`src/rtl/eth_pkg.sv`:
```
// Shared Ethernet TX/RX constants, FSM state encoding and the byte-wide CRC-32 step.
package eth_pkg;

  localparam logic [7:0]  ETH_PREAMBLE = 8'h55;
  localparam logic [7:0]  ETH_SFD      = 8'hD5;
  localparam logic [31:0] ETH_CRC_POLY = 32'hEDB88320;
  localparam logic [31:0] ETH_CRC_INIT = 32'hFFFFFFFF;
  localparam int          ETH_PRE_CNT  = 7;

  typedef enum logic [2:0] {
    ST_IDLE,
    ST_PRE,
    ST_SFD,
    ST_DATA,
    ST_PAD,
    ST_FCS,
    ST_GAP
  } eth_state_e;

  // Reflected CRC-32: shifts out LSB first, one data byte per call.
  function automatic logic [31:0] crc32_byte(input logic [31:0] crc, input logic [7:0] data);
    logic [31:0] c;
    c = crc ^ {24'h0, data};
    for (int i = 0; i < 8; i++) begin
      c = c[0] ? ((c >> 1) ^ ETH_CRC_POLY) : (c >> 1);
    end
    return c;
  endfunction

endpackage

```
`src/rtl/eth_crc32.sv`:
```
// Byte-wide CRC-32 register with synchronous clear; crc_out is the complemented
// register, i.e. the FCS value once the last byte has been absorbed.
module eth_crc32
  import eth_pkg::*;
(
  input  logic        clk,
  input  logic        rst_n,
  input  logic        clear,
  input  logic        en,
  input  logic [7:0]  data,
  output logic [31:0] crc_out
);

  logic [31:0] crc_q, crc_d;

  always_comb begin
    crc_d = crc_q;
    if (clear) begin
      crc_d = ETH_CRC_INIT;
    end else if (en) begin
      crc_d = crc32_byte(crc_q, data);
    end
  end

  always_ff @(posedge clk or negedge rst_n) begin
    if (!rst_n) begin
      crc_q <= ETH_CRC_INIT;
    end else begin
      crc_q <= crc_d;
    end
  end

  assign crc_out = ~crc_q;

endmodule

```
`src/rtl/eth_tx_framer.sv`:
```
// Byte-wide Ethernet TX framer: preamble/SFD, buffer payload, zero pad, FCS, IFG.
// All PHY-side outputs are registered; the buffer is read with one cycle of access time.
module eth_tx_framer
  import eth_pkg::*;
#(
  parameter int MAX_LEN = 1514,
  parameter int MIN_LEN = 60,
  parameter int IFG     = 12,
  parameter int ADDR_W  = 11
) (
  input  logic              clk,
  input  logic              rst_n,
  input  logic              start,
  input  logic [15:0]       len,
  output logic [ADDR_W-1:0] rd_addr,
  input  logic [7:0]        rd_data,
  output logic [7:0]        txd,
  output logic              tx_en,
  output logic              busy,
  output logic              done,
  output logic              err
);

  eth_state_e        state_q, state_d;
  logic [15:0]       cnt_q, cnt_d;
  logic [15:0]       len_q, len_d;
  logic [ADDR_W-1:0] rd_addr_q, rd_addr_d;
  logic [7:0]        txd_q, txd_d;
  logic              tx_en_q, tx_en_d;
  logic              busy_q, busy_d;
  logic              done_q, done_d;
  logic              err_q, err_d;
  logic              len_ok;
  logic              last_data;
  logic              crc_clear;
  logic              crc_en;
  logic [31:0]       fcs;

  assign len_ok    = (len != 16'd0) && (len <= 16'(MAX_LEN));
  assign last_data = (cnt_q == len_q - 16'd1);

  always_ff @(posedge clk or negedge rst_n) begin
    if (!rst_n) begin
      state_q   <= ST_IDLE;
      cnt_q     <= '0;
      len_q     <= '0;
      rd_addr_q <= '0;
      txd_q     <= '0;
      tx_en_q   <= 1'b0;
      busy_q    <= 1'b0;
      done_q    <= 1'b0;
      err_q     <= 1'b0;
    end else begin
      state_q   <= state_d;
      cnt_q     <= cnt_d;
      len_q     <= len_d;
      rd_addr_q <= rd_addr_d;
      txd_q     <= txd_d;
      tx_en_q   <= tx_en_d;
      busy_q    <= busy_d;
      done_q    <= done_d;
      err_q     <= err_d;
    end
  end

  // cnt_q indexes the byte currently on txd within its phase; DATA and PAD share it.
  always_comb begin
    state_d = state_q;
    cnt_d   = cnt_q;
    len_d   = len_q;
    case (state_q)
      ST_IDLE: begin
        if (start && len_ok) begin
          state_d = ST_PRE;
          cnt_d   = '0;
          len_d   = len;
        end
      end
      ST_PRE: begin
        if (cnt_q == 16'(ETH_PRE_CNT - 1)) begin
          state_d = ST_SFD;
          cnt_d   = '0;
        end else begin
          cnt_d = cnt_q + 16'd1;
        end
      end
      ST_SFD: begin
        state_d = ST_DATA;
        cnt_d   = '0;
      end
      ST_DATA: begin
        cnt_d = cnt_q + 16'd1;
        if (last_data) begin
          if (len_q < 16'(MIN_LEN)) begin
            state_d = ST_PAD;
          end else begin
            state_d = ST_FCS;
            cnt_d   = '0;
          end
        end
      end
      ST_PAD: begin
        if (cnt_q == 16'(MIN_LEN - 1)) begin
          state_d = ST_FCS;
          cnt_d   = '0;
        end else begin
          cnt_d = cnt_q + 16'd1;
        end
      end
      ST_FCS: begin
        if (cnt_q == 16'd3) begin
          state_d = ST_GAP;
          cnt_d   = '0;
        end else begin
          cnt_d = cnt_q + 16'd1;
        end
      end
      ST_GAP: begin
        if (cnt_q == 16'(IFG - 1)) begin
          state_d = ST_IDLE;
        end else begin
          cnt_d = cnt_q + 16'd1;
        end
      end
      default: state_d = ST_IDLE;
    endcase
  end

  // Outputs describe the byte of the coming cycle, so they decode state_d/cnt_d.
  always_comb begin
    txd_d     = 8'h00;
    tx_en_d   = 1'b0;
    rd_addr_d = rd_addr_q;
    case (state_d)
      ST_PRE: begin
        txd_d   = ETH_PREAMBLE;
        tx_en_d = 1'b1;
      end
      ST_SFD: begin
        txd_d     = ETH_SFD;
        tx_en_d   = 1'b1;
        rd_addr_d = '0;
      end
      ST_DATA: begin
        txd_d     = rd_data;
        tx_en_d   = 1'b1;
        rd_addr_d = ADDR_W'(cnt_d + 16'd1);
      end
      ST_PAD: tx_en_d = 1'b1;
      ST_FCS: begin
        txd_d   = fcs[{cnt_d[1:0], 3'b000} +: 8];
        tx_en_d = 1'b1;
      end
      default: ;
    endcase
    busy_d    = (state_d != ST_IDLE);
    done_d    = (state_q == ST_FCS) && (state_d == ST_GAP);
    err_d     = (state_q == ST_IDLE) && start && !len_ok;
    crc_clear = (state_q == ST_IDLE) && (state_d == ST_PRE);
    crc_en    = (state_d == ST_DATA) || (state_d == ST_PAD);
  end

  eth_crc32 u_crc (
    .clk     (clk),
    .rst_n   (rst_n),
    .clear   (crc_clear),
    .en      (crc_en),
    .data    (txd_d),
    .crc_out (fcs)
  );

  assign rd_addr = rd_addr_q;
  assign txd     = txd_q;
  assign tx_en   = tx_en_q;
  assign busy    = busy_q;
  assign done    = done_q;
  assign err     = err_q;

endmodule

```
`config.mk`:
```
export PLATFORM = sky130hd
export DESIGN_NAME = eth_tx_framer
export DESIGN_NICKNAME = d
export VERILOG_FILES = /design/src/rtl/eth_pkg.sv /design/src/rtl/eth_crc32.sv /design/src/rtl/eth_tx_framer.sv
export SDC_FILE = /design/constraint.sdc
export NUM_CORES = 1
export LEC_CHECK = 0
export CAP_MARGIN = 20
export CORE_MARGIN = 2
export CORE_UTILIZATION = 45
export CTS_BUF_LIST = sky130_fd_sc_hd__clkbuf_8 sky130_fd_sc_hd__clkbuf_16
export CTS_CLUSTER_DIAMETER = 150
export DETAILED_ROUTE_END_ITERATION = 8
export GPL_TIMING_DRIVEN = 0
export SYNTH_ARGS = -nofsm -noshare
export SYNTH_HDL_FRONTEND = slang
export SYNTH_SLANG_ARGS = --single-unit
```
`constraint.sdc`:
```
create_clock -name clk -period 11.1 [get_ports clk]
set_input_delay 1.665 -clock clk [delete_from_list [all_inputs] [get_ports clk]]
set_output_delay 1.665 -clock clk [all_outputs]
set_load 0.05 [all_outputs]
```
==> parameters.txt <==
Parameter                              Value

Status
  Status ... finished clean

Final layout
  Cell area after layout ... 0.00723 mm^2
  Most common library cell in the layout ignoring fill and taps ... sky130_fd_sc_hd__a21oi_1
  Fill cell total of the finished layout ... between 1k and 1.5k
  Final nets ... roughly 770
  Share of cells above drive strength 1 ... 0.119
  Synthesis-to-layout area growth ... 16.9%
  Leading cell types in the layout, fill and taps excluded ... sky130_fd_sc_hd__a21oi_1, sky130_fd_sc_hd__dfrtp_1, sky130_fd_sc_hd__nand2_1
  Diodes inserted ... 0

Global route
  Antenna violations before repair ... 0
  Pin count of the biggest net entering global routing ... 54
  Total grt overflow ... 0
  Overall routing resource usage ... 0.244
  Via count of the first global-routing pass ... 5355
  First-pass GRT wire length ... between 20000 and 30000 um

Place
  Cell area after placement ... 0.00692 mm^2
  Routability congestion estimate ... 0.846
  Detail Placement HPWL ... 12800 um
  Quantity of I/O buffers inserted on ports ... between 40 and 50

Clock tree
  Post-CTS Repair Setup Buffers ... 0
  Number of CTS-inserted buffers ... 9
  CTS Sinks ... 90
  Later-pin clock latency in the skew report ... 0.35 ns
  CTS-repair resized insts ... 0
  Clock-pin slew on the worst setup and hold paths ... 0.07 ns
  Buffer cell driving the clock tree root ... sky130_fd_sc_hd__clkbuf_16
  Number of buffers inserted by hold repair at cts ... 0
  CTS tree ... built
  Number of buffers on the longest clock path ... 2
  CTS H-tree depth ... 3

Synth
  Async S/R FF share, synth ... 1.00
  Commonest register cell after synthesis ... sky130_fd_sc_hd__dfrtp_1
  Register bit total from synthesis ... 90
  Netlist area before placement ... 0.00618 mm^2
  Number of enable-type register cells in the synthesized netlist ... 0
  Share of the yosys chip area belonging to registers ... 0.371
  Post-synth net total ... 713
  Number of distinct library cells after synthesis ... 78
  Synth Area per Inst ... 9.07 um^2
  Warnings from Yosys ... 0
  Count of mapped cells out of synthesis ... roughly 680

STA
  Remaining max-slew budget at the tightest pin ... 0.243
  Time the worst path needs with I/O delays and setup ... 6.34 ns
  Max Clk Rate ... 158 MHz
  Post-Route Setup TNS ... 0 ns
  Fin. Hold Viols ... 0
  Tightest Pin Transition ... 1.14 ns
  Unrepaired setup endpoints after global routing ... no
  Setup Skew ... 0.00580 ns
  Number of endpoints failing setup at the final stage ... 0
  Count of final max-slew check failures ... 0
  Share of the cycle needed by the critical path after routing ... 0.571

Critical path
  CP Launch Type ... input pin
  Slowest Stage Delay on Critical Path ... around 0.85 ns
  Slowest cell on the critical path ... sky130_fd_sc_hd__a32oi_1
  Cell Chain, Critical Path ... clkdlybuf4s50_1 > a41o_1 > nand2_1 > o2111ai_1 > nor3_1 > o31ai_1 > inv_1 > a32oi_1 > o221ai_1 > xor2_1 > xnor2_2 > xnor3_2 > xnor2_1 > a21oi_1
  Crit Path Category ... input pin to flop
  Required time at the worst-slack endpoint ... 11.38 ns
  Crit path DAT ... 6.63 ns
  Biggest fanout along the worst timing path ... 8
  Endpoint kind of the worst setup timing path ... flop

Flow run
  Max cap viols ... 0

Die
  Starting utilization of the core area ... 0.463
  Core Region ... between 0.01 and 0.015 mm^2
  Number of I/O pins ... 50
  Die area ... 0.0147 mm^2
  Cell Rows ... 42
  Die width ... between 100 and 150 um
  Height of the chip ... between 100 and 150 um

Route
  Mean routed wirelength per cell ... 18.7 um
  Vias per std cell ... 5.89
  Post-DRT Antenna Nets ... 0
  DRC errors left ... 0
  Number of detailed-route iterations in the first pass ... 5
  Total wire length ... 17300 um
  Number of design-rule violations left by the first detailed-router iteration ... around 450
  Vias after detailed routing ... approximately 5.4k

Hold path
  Type of the most critical hold path ... flop to flop
cells by family (layout without fill, tap and decap cells):
group | Yosys count | in the layout | share of synthesized area
DFF | 90 | 90 | 0.371
xor gates and xnor gates | 94 | 94 | 0.155
and+or+nand+nor | 227 | 227 | 0.188
adders and majority gates | 4 | 4 | 0.00809
muxes | 26 | 26 | 0.0459
buffers and inverters | 64 | 130 | 0.0429
AOI/OAI and AO/OA | 177 | 177 | 0.189
through the flow:
stage,hold WS (ns),worst slack (ns),cells,utilization
floorplan,0.490,5.75,682,-
global placement,0.486,4.49,907,0.516
detailed placement,0.486,4.51,908,0.518
CTS,0.501,4.86,924,0.542
global route,0.511,4.50,924,0.542
finish,0.491,4.76,924,0.542
state kept, by name (all words and copies together), names as in the netlist, 3 cells and up:
register,cells
txd,8
u_crc.crc_q,32
cnt_q,16
state_q,3
len_q,16
rd_addr,11
critical path: cells and delay by family:
kind | cells | cell delay (ns)
buf+inv | 2 | 0.67
simple gates | 2 | 0.15
xor+xnor | 4 | 1.67
compound gates | 6 | 2.47
cell usage after synthesis, types with 9 or more instances:
master | number | area, um^2
sky130_fd_sc_hd__xnor2_1 | 54 | 473
sky130_fd_sc_hd__nor2b_1 | 17 | 106
sky130_fd_sc_hd__nand2_1 | 57 | 214
sky130_fd_sc_hd__mux2_2 | 14 | 158
sky130_fd_sc_hd__inv_1 | 21 | 78.8
sky130_fd_sc_hd__dfstp_2 | 32 | 841
sky130_fd_sc_hd__nor4_1 | 11 | 68.8
sky130_fd_sc_hd__o21ai_0 | 28 | 140
sky130_fd_sc_hd__xor2_1 | 26 | 228
sky130_fd_sc_hd__nor2_1 | 54 | 203
sky130_fd_sc_hd__a21oi_1 | 61 | 305
sky130_fd_sc_hd__dfrtp_1 | 58 | 1450
sky130_fd_sc_hd__nand3_1 | 13 | 65.1
sky130_fd_sc_hd__xnor2_2 | 9 | 146
sky130_fd_sc_hd__clkbuf_1 | 34 | 128
sky130_fd_sc_hd__a22o_1 | 9 | 78.8
sky130_fd_sc_hd__nor3_1 | 19 | 95.1
per-layer routing:
| layer | part of all wire | vias to the layer above | GRT usage |
|---|---|---|---|
| met3 | 0.047 | 42 | 0.0498 |
| li1 | - | 2570 | - |
| met5 | 0 | - | 0 |
| met2 | 0.50 | 161 | 0.422 |
| met1 | 0.42 | 2673 | 0.298 |
| met4 | 0.030 | 0 | 0.0963 |
path summary, 6_finish.rpt:
path | cells past startpoint | start | slack (ns) | end
hold / removal | 1 | rd_addr[9] | 0.49 | rd_addr[9]
setup reg to reg | 17 | len_q[2] | 5.24 | u_crc.crc_q[26]
hold reg to reg | 1 | rd_addr[9] | 0.49 | rd_addr[9]
max in group asynchronous | 2 | rst_n | 9.13 | u_crc.crc_q[11]
min in group asynchronous | 1 | rst_n | 1.27 | len_q[12]
setup / recovery | 14 | len[6] | 4.76 | u_crc.crc_q[26]
area by class of cell:
cell class | count | area [um^2] | area share
inverter | 22 | 82.6 | 0.0114
multi-input combinational | 528 | 3630 | 0.502
clock inverter | 7 | 85.1 | 0.0118
sequential | 90 | 2290 | 0.317
buffer | 42 | 183 | 0.0253
tap | 176 | 220 | 0.0305
timing repair buffer | 50 | 515 | 0.0713
clock buffer | 9 | 225 | 0.0312
Power is not shown: default switching activity piles up to over one toggle a cycle in this logic, so the estimate is an artifact.
